$ cat src/rtl/pixel_frame_sequencer.sv
// pixel_frame_sequencer: frame controller for the pixel array.
// Sequences erase/expose/convert phases with programmable durations,
// then reads the array row by row and streams pixels over valid/ready.
//
// Ports:
//   clock, reset        : rising-edge clock, async active-low reset
//   cfg_we/addr/wdata   : duration register writes (accepted in IDLE only)
//                         addr 0=t_erase 1=t_expose 2=t_convert 3=reserved
//   start, continuous   : frame launch and auto-restart at frame end
//   abort               : synchronous abort of the frame in progress
//   busy, frame_done    : status; frame_done pulses once per completed frame
//   erase/expose/convert: mutually exclusive phase strobes
//   read                : one-hot row select during readout
//   pix_row_data        : ADC bus of the selected row, pixel c at [c*DW +: DW]
//   out_valid/out_ready : pixel stream handshake
//   out_data/row/col    : pixel sample and its coordinates
module pixel_frame_sequencer #(
    parameter int ROW = 4,
    parameter int COL = 4,
    parameter int DW  = 8,
    parameter int CW  = 8
) (
    input  logic                   clock,
    input  logic                   reset,
    input  logic                   cfg_we,
    input  logic [1:0]             cfg_addr,
    input  logic [CW-1:0]          cfg_wdata,
    input  logic                   start,
    input  logic                   continuous,
    input  logic                   abort,
    output logic                   busy,
    output logic                   frame_done,
    output logic                   erase,
    output logic                   expose,
    output logic                   convert,
    output logic [ROW-1:0]         read,
    input  logic [COL*DW-1:0]      pix_row_data,
    output logic                   out_valid,
    input  logic                   out_ready,
    output logic [DW-1:0]          out_data,
    output logic [$clog2(ROW)-1:0] out_row,
    output logic [$clog2(COL)-1:0] out_col
);

    localparam int RW = $clog2(ROW);
    localparam int KW = $clog2(COL);
    localparam logic [RW-1:0] ROW_LAST = RW'(ROW - 1);
    localparam logic [KW-1:0] COL_LAST = KW'(COL - 1);
    localparam logic [CW-1:0] T_ERASE_RST  = CW'(5);
    localparam logic [CW-1:0] T_EXPOSE_RST = CW'(255);
    localparam logic [CW-1:0] T_CONV_RST   = CW'(255);

    typedef enum logic [2:0] {
        S_IDLE,
        S_ERASE,
        S_EXPOSE,
        S_CONVERT,
        S_RD_SEL,
        S_RD_CAP,
        S_RD_OUT,
        S_DONE
    } state_t;

    state_t            state_q, state_d;
    logic [CW-1:0]     cnt_q, cnt_d;
    logic [CW-1:0]     t_erase_q, t_erase_d;
    logic [CW-1:0]     t_expose_q, t_expose_d;
    logic [CW-1:0]     t_convert_q, t_convert_d;
    logic [RW-1:0]     row_q, row_d;
    logic [KW-1:0]     col_q, col_d;
    logic [COL*DW-1:0] cap_q, cap_d;

    logic              busy_q, busy_d;
    logic              frame_done_q, frame_done_d;
    logic              erase_q, erase_d;
    logic              expose_q, expose_d;
    logic              convert_q, convert_d;
    logic [ROW-1:0]    read_q, read_d;
    logic              out_valid_q, out_valid_d;
    logic [DW-1:0]     out_data_q, out_data_d;
    logic [RW-1:0]     out_row_q, out_row_d;
    logic [KW-1:0]     out_col_q, out_col_d;

    logic [CW-1:0]     t_cur;
    logic              phase_last;
    logic              beat;

    assign beat = out_valid_q && out_ready;

    // Duration of the phase currently running.
    always_comb begin
        case (state_q)
            S_ERASE:   t_cur = t_erase_q;
            S_EXPOSE:  t_cur = t_expose_q;
            S_CONVERT: t_cur = t_convert_q;
            default:   t_cur = '0;
        endcase
    end

    // A zero duration runs for one cycle, same as a duration of one.
    assign phase_last = (t_cur == '0) ? (cnt_q == '0)
                                      : (cnt_q == t_cur - 1'b1);

    // Next-state logic.
    always_comb begin
        state_d     = state_q;
        cnt_d       = cnt_q;
        row_d       = row_q;
        col_d       = col_q;
        cap_d       = cap_q;
        t_erase_d   = t_erase_q;
        t_expose_d  = t_expose_q;
        t_convert_d = t_convert_q;

        unique case (state_q)
            S_IDLE: begin
                if (cfg_we) begin
                    case (cfg_addr)
                        2'd0:    t_erase_d   = cfg_wdata;
                        2'd1:    t_expose_d  = cfg_wdata;
                        2'd2:    t_convert_d = cfg_wdata;
                        default: ;
                    endcase
                end
                if (start && !abort) begin
                    state_d = S_ERASE;
                    cnt_d   = '0;
                    row_d   = '0;
                    col_d   = '0;
                end
            end
            S_ERASE: begin
                if (phase_last) begin
                    state_d = S_EXPOSE;
                    cnt_d   = '0;
                end else begin
                    cnt_d = cnt_q + 1'b1;
                end
            end
            S_EXPOSE: begin
                if (phase_last) begin
                    state_d = S_CONVERT;
                    cnt_d   = '0;
                end else begin
                    cnt_d = cnt_q + 1'b1;
                end
            end
            S_CONVERT: begin
                if (phase_last) begin
                    state_d = S_RD_SEL;
                    cnt_d   = '0;
                    row_d   = '0;
                end else begin
                    cnt_d = cnt_q + 1'b1;
                end
            end
            S_RD_SEL: begin
                state_d = S_RD_CAP;
            end
            S_RD_CAP: begin
                cap_d   = pix_row_data;
                col_d   = '0;
                state_d = S_RD_OUT;
            end
            S_RD_OUT: begin
                if (beat) begin
                    if (col_q == COL_LAST) begin
                        if (row_q == ROW_LAST) begin
                            state_d = S_DONE;
                        end else begin
                            row_d   = row_q + 1'b1;
                            state_d = S_RD_SEL;
                        end
                    end else begin
                        col_d = col_q + 1'b1;
                    end
                end
            end
            S_DONE: begin
                if (continuous) begin
                    state_d = S_ERASE;
                    cnt_d   = '0;
                    row_d   = '0;
                    col_d   = '0;
                end else begin
                    state_d = S_IDLE;
                end
            end
            default: state_d = S_IDLE;
        endcase

        // Abort overrides everything, including a pending handshake.
        if (abort && state_q != S_IDLE) begin
            state_d = S_IDLE;
            cnt_d   = '0;
            row_d   = '0;
            col_d   = '0;
        end
    end

    // Outputs are decoded from the next state so they register
    // alongside it and stay glitch-free.
    always_comb begin
        busy_d       = (state_d != S_IDLE);
        frame_done_d = (state_d == S_DONE);
        erase_d      = (state_d == S_ERASE);
        expose_d     = (state_d == S_EXPOSE);
        convert_d    = (state_d == S_CONVERT);
        read_d       = '0;
        if (state_d inside {S_RD_SEL, S_RD_CAP, S_RD_OUT}) begin
            read_d[row_d] = 1'b1;
        end
        out_valid_d = (state_d == S_RD_OUT);
        out_data_d  = '0;
        out_row_d   = '0;
        out_col_d   = '0;
        if (out_valid_d) begin
            out_data_d = cap_d[int'(col_d)*DW +: DW];
            out_row_d  = row_d;
            out_col_d  = col_d;
        end
    end

    always_ff @(posedge clock or negedge reset) begin
        if (!reset) begin
            state_q      <= S_IDLE;
            cnt_q        <= '0;
            t_erase_q    <= T_ERASE_RST;
            t_expose_q   <= T_EXPOSE_RST;
            t_convert_q  <= T_CONV_RST;
            row_q        <= '0;
            col_q        <= '0;
            cap_q        <= '0;
            busy_q       <= 1'b0;
            frame_done_q <= 1'b0;
            erase_q      <= 1'b0;
            expose_q     <= 1'b0;
            convert_q    <= 1'b0;
            read_q       <= '0;
            out_valid_q  <= 1'b0;
            out_data_q   <= '0;
            out_row_q    <= '0;
            out_col_q    <= '0;
        end else begin
            state_q      <= state_d;
            cnt_q        <= cnt_d;
            t_erase_q    <= t_erase_d;
            t_expose_q   <= t_expose_d;
            t_convert_q  <= t_convert_d;
            row_q        <= row_d;
            col_q        <= col_d;
            cap_q        <= cap_d;
            busy_q       <= busy_d;
            frame_done_q <= frame_done_d;
            erase_q      <= erase_d;
            expose_q     <= expose_d;
            convert_q    <= convert_d;
            read_q       <= read_d;
            out_valid_q  <= out_valid_d;
            out_data_q   <= out_data_d;
            out_row_q    <= out_row_d;
            out_col_q    <= out_col_d;
        end
    end

    assign busy       = busy_q;
    assign frame_done = frame_done_q;
    assign erase      = erase_q;
    assign expose     = expose_q;
    assign convert    = convert_q;
    assign read       = read_q;
    assign out_valid  = out_valid_q;
    assign out_data   = out_data_q;
    assign out_row    = out_row_q;
    assign out_col    = out_col_q;

endmodule
$ cat config.mk
export PLATFORM = sky130hd
export DESIGN_NAME = pixel_frame_sequencer
export DESIGN_NICKNAME = d
export VERILOG_FILES = /design/src/rtl/pixel_frame_sequencer.sv
export SDC_FILE = /design/constraint.sdc
export NUM_CORES = 1
export LEC_CHECK = 0
export CAP_MARGIN = 20
export CORE_MARGIN = 4
export CORE_UTILIZATION = 61
export CTS_BUF_LIST = sky130_fd_sc_hd__clkbuf_2 sky130_fd_sc_hd__clkbuf_4 sky130_fd_sc_hd__clkbuf_8
export DETAILED_ROUTE_END_ITERATION = 8
export HOLD_SLACK_MARGIN = 0.03
export PLACE_DENSITY = 0.88
export RECOVER_POWER = 100
export SLEW_MARGIN = 20
export SYNTH_ARGS = -nofsm -noshare
export SYNTH_HDL_FRONTEND = slang
export SYNTH_SLANG_ARGS = --single-unit
$ cat constraint.sdc
create_clock -name clock -period 4.47 [get_ports clock]
set_input_delay 1.1175 -clock clock [delete_from_list [all_inputs] [get_ports clock]]
set_output_delay 1.1175 -clock clock [all_outputs]
set_load 0.05 [all_outputs]
# After elaboration in Yosys (flattened, before gate mapping)
# Cells that the tools add are included.
# totals
reg_bits,93
in_bits,49
output_inout_bits,22
word_cells,102
# classes
addsub,4
order_cmp,2
n_eq_ne,21
shifts,1
n_mux,38
reduce_logical,18
# ops
op,count
one-hot mux 8 bit (3 select lines),2
2-to-1 mux 8 bit,5
2-to-1 mux 32 bit,1
variable part select 32 x 6 -> 8 bit,1
2-to-1 mux 2 bit,15
"== test 3 bit, second input constant",8
one-hot mux 3 bit (8 select lines),1
2-to-1 mux 3 bit,7
logical NOT 8 bit,2
one-hot mux 2 bit (4 select lines),2
"== test 3 x 2 -> 1 bit, second input constant",4
AND reduction 3 bit,4
nonzero test 3 bit,3
"adder 8 x 1 -> 8 bit, second input constant",1
== test 8 bit,1
"subtractor 8 x 1 -> 8 bit, second input constant",1
"== test 2 bit, second input constant",3
"== test 3 x 1 -> 1 bit, second input constant",2
"!= test 3 bit, second input constant",2
"adder 2 x 1 -> 2 bit, second input constant",2
logical AND 1 bit,4
2-to-1 mux 4 bit,1
nonzero test 4 bit,1
logical NOT 3 bit,1
8 further kinds,10

# Depth between registers and ports, before layout
# logic_depth
depth_word,13
depth_mapped,14
ltp_nobuf,11

# Worst setup path after synthesis
# No wires, ideal clock.
# synth_path
path_type,reg2reg
startpoint,register state_q[0]
endpoint,register cnt_q[2]
setup_ns,0.125
arrival_ns,2.881
path_slack_ns,1.464
path_stages_with_launch,14
n_path_buf,2
synth_period_minus_slack_ns,3.006
cell_sequence,dfrtp_1 buf_6 mux2_4 a32oi_4 ha_1 inv_1 a211o_1 a221oi_1 o21ai_0 o211a_2 a22oi_4 buf_6 o31ai_1 mux2_2
# synth_between
elab_chain_cells,8
word_cells_on_any_way,20
# synth_lines
element,line_no,text
start: declaration,64,"state_t state_q, state_d;"
start signal: assignment,245,state_q <= state_d;
== test 3 x 2 -> 1 bit / == test 3 x 1 -> 1 bit (equally long branches),"92, 115",
one-hot mux 8 bit (3 select lines),92,case (state_q)
subtractor 8 x 1 -> 8 bit,102,: (cnt_q == t_cur - 1'b1);
== test 8 bit,102,
2-to-1 mux 1 bit,101,assign phase_last = (t_cur == '0) ? (cnt_q == '0)
2-to-1 mux 8 bit,"133, 141, 149",
one-hot mux 8 bit (3 select lines),115,unique case (state_q)
2-to-1 mux 8 bit,193,if (abort && state_q != S_IDLE) begin
end signal: assignment,246,cnt_q <= cnt_d;
end: declaration,65,"logic [CW-1:0] cnt_q, cnt_d;"
# Several ways; a longest one is shown, not always the timed one.
# A chain may end at the register's enable or synchronous reset.

# Final worst setup path
# layout_path
startpoint,input port abort
endpoint,register out_data_q[5] (netlist: out_data[5])
# layout_between
elab_chain_cells,7
word_cells_on_any_way,12
# layout_lines
element,line_no,text
start: declaration,30,"input logic abort,"
logical NOT 1 bit,125,if (start && !abort) begin
logical AND 1 bit,125,
2-to-1 mux 2 bit / 2-to-1 mux 3 bit (equally long branches),125,
one-hot mux 2 bit (4 select lines) / one-hot mux 3 bit (8 select lines) (equally long branches),115,
2-to-1 mux 2 bit / 2-to-1 mux 3 bit (equally long branches),193,
variable part select 32 x 6 -> 8 bit / == test 3 bit (equally long branches),"218, 213",
2-to-1 mux 8 bit (*),217,if (out_valid_d) begin
via out_data_d[5],80,"logic [DW-1:0] out_data_q, out_data_d;"
end signal: assignment,260,out_data_q <= out_data_d;
end: declaration,80,
# The timed path passes the listed nets; every way through them passes the cells marked *.

==> flow_summary.yaml <==
status:
  status: "finished with violations"
  violations: "max-capacitance violations, max-slew violations"
power_and_ir_drop:
  p_leak_nw: 2.43
  power.total_mw: 3.11
  p_per_area_mw_per_mm2: 529
  peakVddDrop_uv: 348
min_path:
  worstHoldPathCells: 2
  min_from: "cap_q[16]"
  whs_endpoint: "cap_q[16]"
  min_path_type: "register to register"
worst_setup_path:
  rr_endpoint: "out_row[0]"
  critPathLaunchType: "primary input"
  reg2reg_from: "state_q[0]"
  path_max_fanout: 18
  worstPathArrival_ns: 4.12
  rr_worst_depth: 12
  regToRegSetupSlack_ns: 0.73
  cp.required_ns: 4.72
  crit_path_end_kind: "register"
  crit_type: "primary input to register"
timing:
  setup_violations: 0
  max_freq_ghz: 0.258
  grt_setup_unrepaired: "no"
  worst_slew_pin_slew_ns: 1.64
  timing_hold_violations_final: 0
  slew_viol_final: 70
  finClkSkew_ns: 0.00915
  finalCriticalPeriod_ns: 3.87
  maxSlewHeadroom_pct: -9.63
  setup_tns_ns: 0
  fin_crit_sh_pct: 86.6
grt:
  grt_pass1_wl_um: 19400
  grt_max_degree: 70
  grtUsageTotal_pct: 24.8
  gr-total-overflow: 0
  grt_pass1_vias: 3957
  antenna_found_initial: 0
synth:
  synth_top_area_cell: "dfrtp_1"
  syn_area_mm2: 0.00495
  ys_seq_area_share_pct: 47.5
  syn_avg_cell_area_um2: 9.96
  yosysMostFrequentCell: "nand2_1"
  synth_cells: 497
  synth_ff_type: "dfrtp_1"
  syn_nets: 549
  synth_edf_count: 0
  synth-seq-cells: 93
  synthArstFlopShare_pct: 100
  synthTopCellsByCount: "nand2_1, dfrtp_1, nor2_1, mux2_2, mux2i_1"
  synth_cell_types: 69
  yosysWarnings: 0
  synth_area_leaders: "dfrtp_1, dfstp_2, nand2_1, mux2_2, mux2i_1"
  netlist.area_leader.share_pct: 37.9
clocking:
  cts_hold_buf: 0
  tritoncts: "yes"
  h-tree-depth: 3
  post_cts_resized: 0
  cts_root_buf: "clkbuf_8"
  postCtsSetupBuffers: 0
  clock_latency_ns: 0.35
  clockBufferDepth: 2
  numClockSinks: 93
  cts_buffers: 9
  path_clk_slew_ns: 0.09
final_layout:
  fin_cells: 672
  final_net_count: 617
  drive_above_1_share_pct: 16.1
  syn2layout_area_growth_pct: 18.9
  antenna_cells: 0
drt:
  vias_per_cell: 5.90
  drcViolationCount: 0
  wl_um: 11600
  wire_per_inst_um: 17.3
  routed-via-count: 3962
  first_pass_iters: 5
  drt_iter0_markers: 346
  ant_nets: 0
floorplan:
  dieArea_mm2: 0.00962
  core_area_mm2: 0.00781
  initial_core_util_pct: 63.4
  ios: 71
  die_x_um: 98.1
  fp.dieH_um: 98.1
  fp-row-count: 32
place:
  place_hpwl_um: 8430
  post-place-cells: 656
  gp_congestion: 0.938
  io_buffer_count: 70
job:
  drv_cap: 1
[per-layer routing]
metal,global-route usage (%),vias up,wire [um]
met4,5.86,0,196
met1,35.4,1911,5140
met3,4.21,25,702
li1,-,1875,-
met5,0,-,0
met2,39.8,151,5600
[power breakdown]
part / internal [mW] / switching [mW] / leakage, nW
registers: 1.10 / 0.120 / 1.06
clock network: 0.213 / 0.296 / 0.0878
logic: 0.574 / 0.809 / 1.29
total: 1.89 / 1.23 / 2.43
[registers in the layout, indices dropped and copies added (netlist names), 3 cells and up]
register,cells
state_q,3
read,4
t_erase_q,8
t_convert_q,8
cnt_q,8
t_expose_q,8
cap_q,32
out_data,8
[through the flow]
stage          setup WS (ns)  cell area [um2]  hold WS, ns  utilization, %
6_report               0.600             5890        0.480            75.4
4_1_cts                0.868             5930        0.482            76.0
3_3_place_gp           0.910             5750        0.453            73.7
2_1_floorplan           1.46             4950        0.440               -
5_1_grt                0.325             5890        0.511            75.4
3_5_place_dp           0.884             5750        0.458            73.7
[cell type report]
type | instances | area [um2]
Clock inverter | 6 | 48.8
Inverter | 15 | 56.3
Sequential cell | 93 | 2350
Clock buffer | 10 | 131
Tap cell | 102 | 128
Timing Repair Buffer | 81 | 763
Fill cell | 550 | 1920
Multi-Input combinational cell | 365 | 2410
[cells by family after synthesis]
family                   synth area share, %
AO/OA/AOI/OAI                           12.6
multiplexers                            13.0
flip-flops                              47.5
adder cells (fa/ha/maj)                0.759
XOR/XNOR                                1.24
AND/OR/NAND/NOR                         21.3
buffers and inverters                   3.51
[worst max-delay path: stages]
cell and delay, ns:
dlygate4sd3_1 0.77, nand2b_1 0.19, nor2_1 0.06, a21oi_1 0.15
o21ai_0 0.11, a21oi_2 0.13, clkbuf_1 0.95, mux2i_1 0.31
mux2i_1 0.11, and2_0 0.19
[cell usage in the layout (no fill, tap or decap), drive strengths merged, types with 3 or more instances in the layout]
cell           count
or4                3
nand2            121
o211ai             5
nand3             19
and2              13
a21oi             14
dfrtp             75
clkbuf            15
o21ai             10
buf                7
dfstp             18
ha                 3
mux2              32
o31ai              3
a211oi             5
clkdlybuf4s50     44
a211o              4
nand2b             7
dlygate4sd3       25
nor2              29
nor3               9
xnor2              5
a32oi              7
nand4              3
o21a               4
clkinv             4
nor2b              3
mux2i             27
nor4               7
inv               15
[worst max path at each step]
stage / from / endpoint / cells after the start
2_1_floorplan: state_q[0] / cnt_q[2] / 13
3_3_place_gp: state_q[0] / out_row[0] / 12
3_5_place_dp: state_q[0] / out_row[0] / 12
4_1_cts: state_q[0] / out_row[0] / 12
5_1_grt: state_q[0] / out_row[0] / 12
6_report: abort / out_data[5] / 10
No activity file was read; power rests on OpenSTA's default activity.
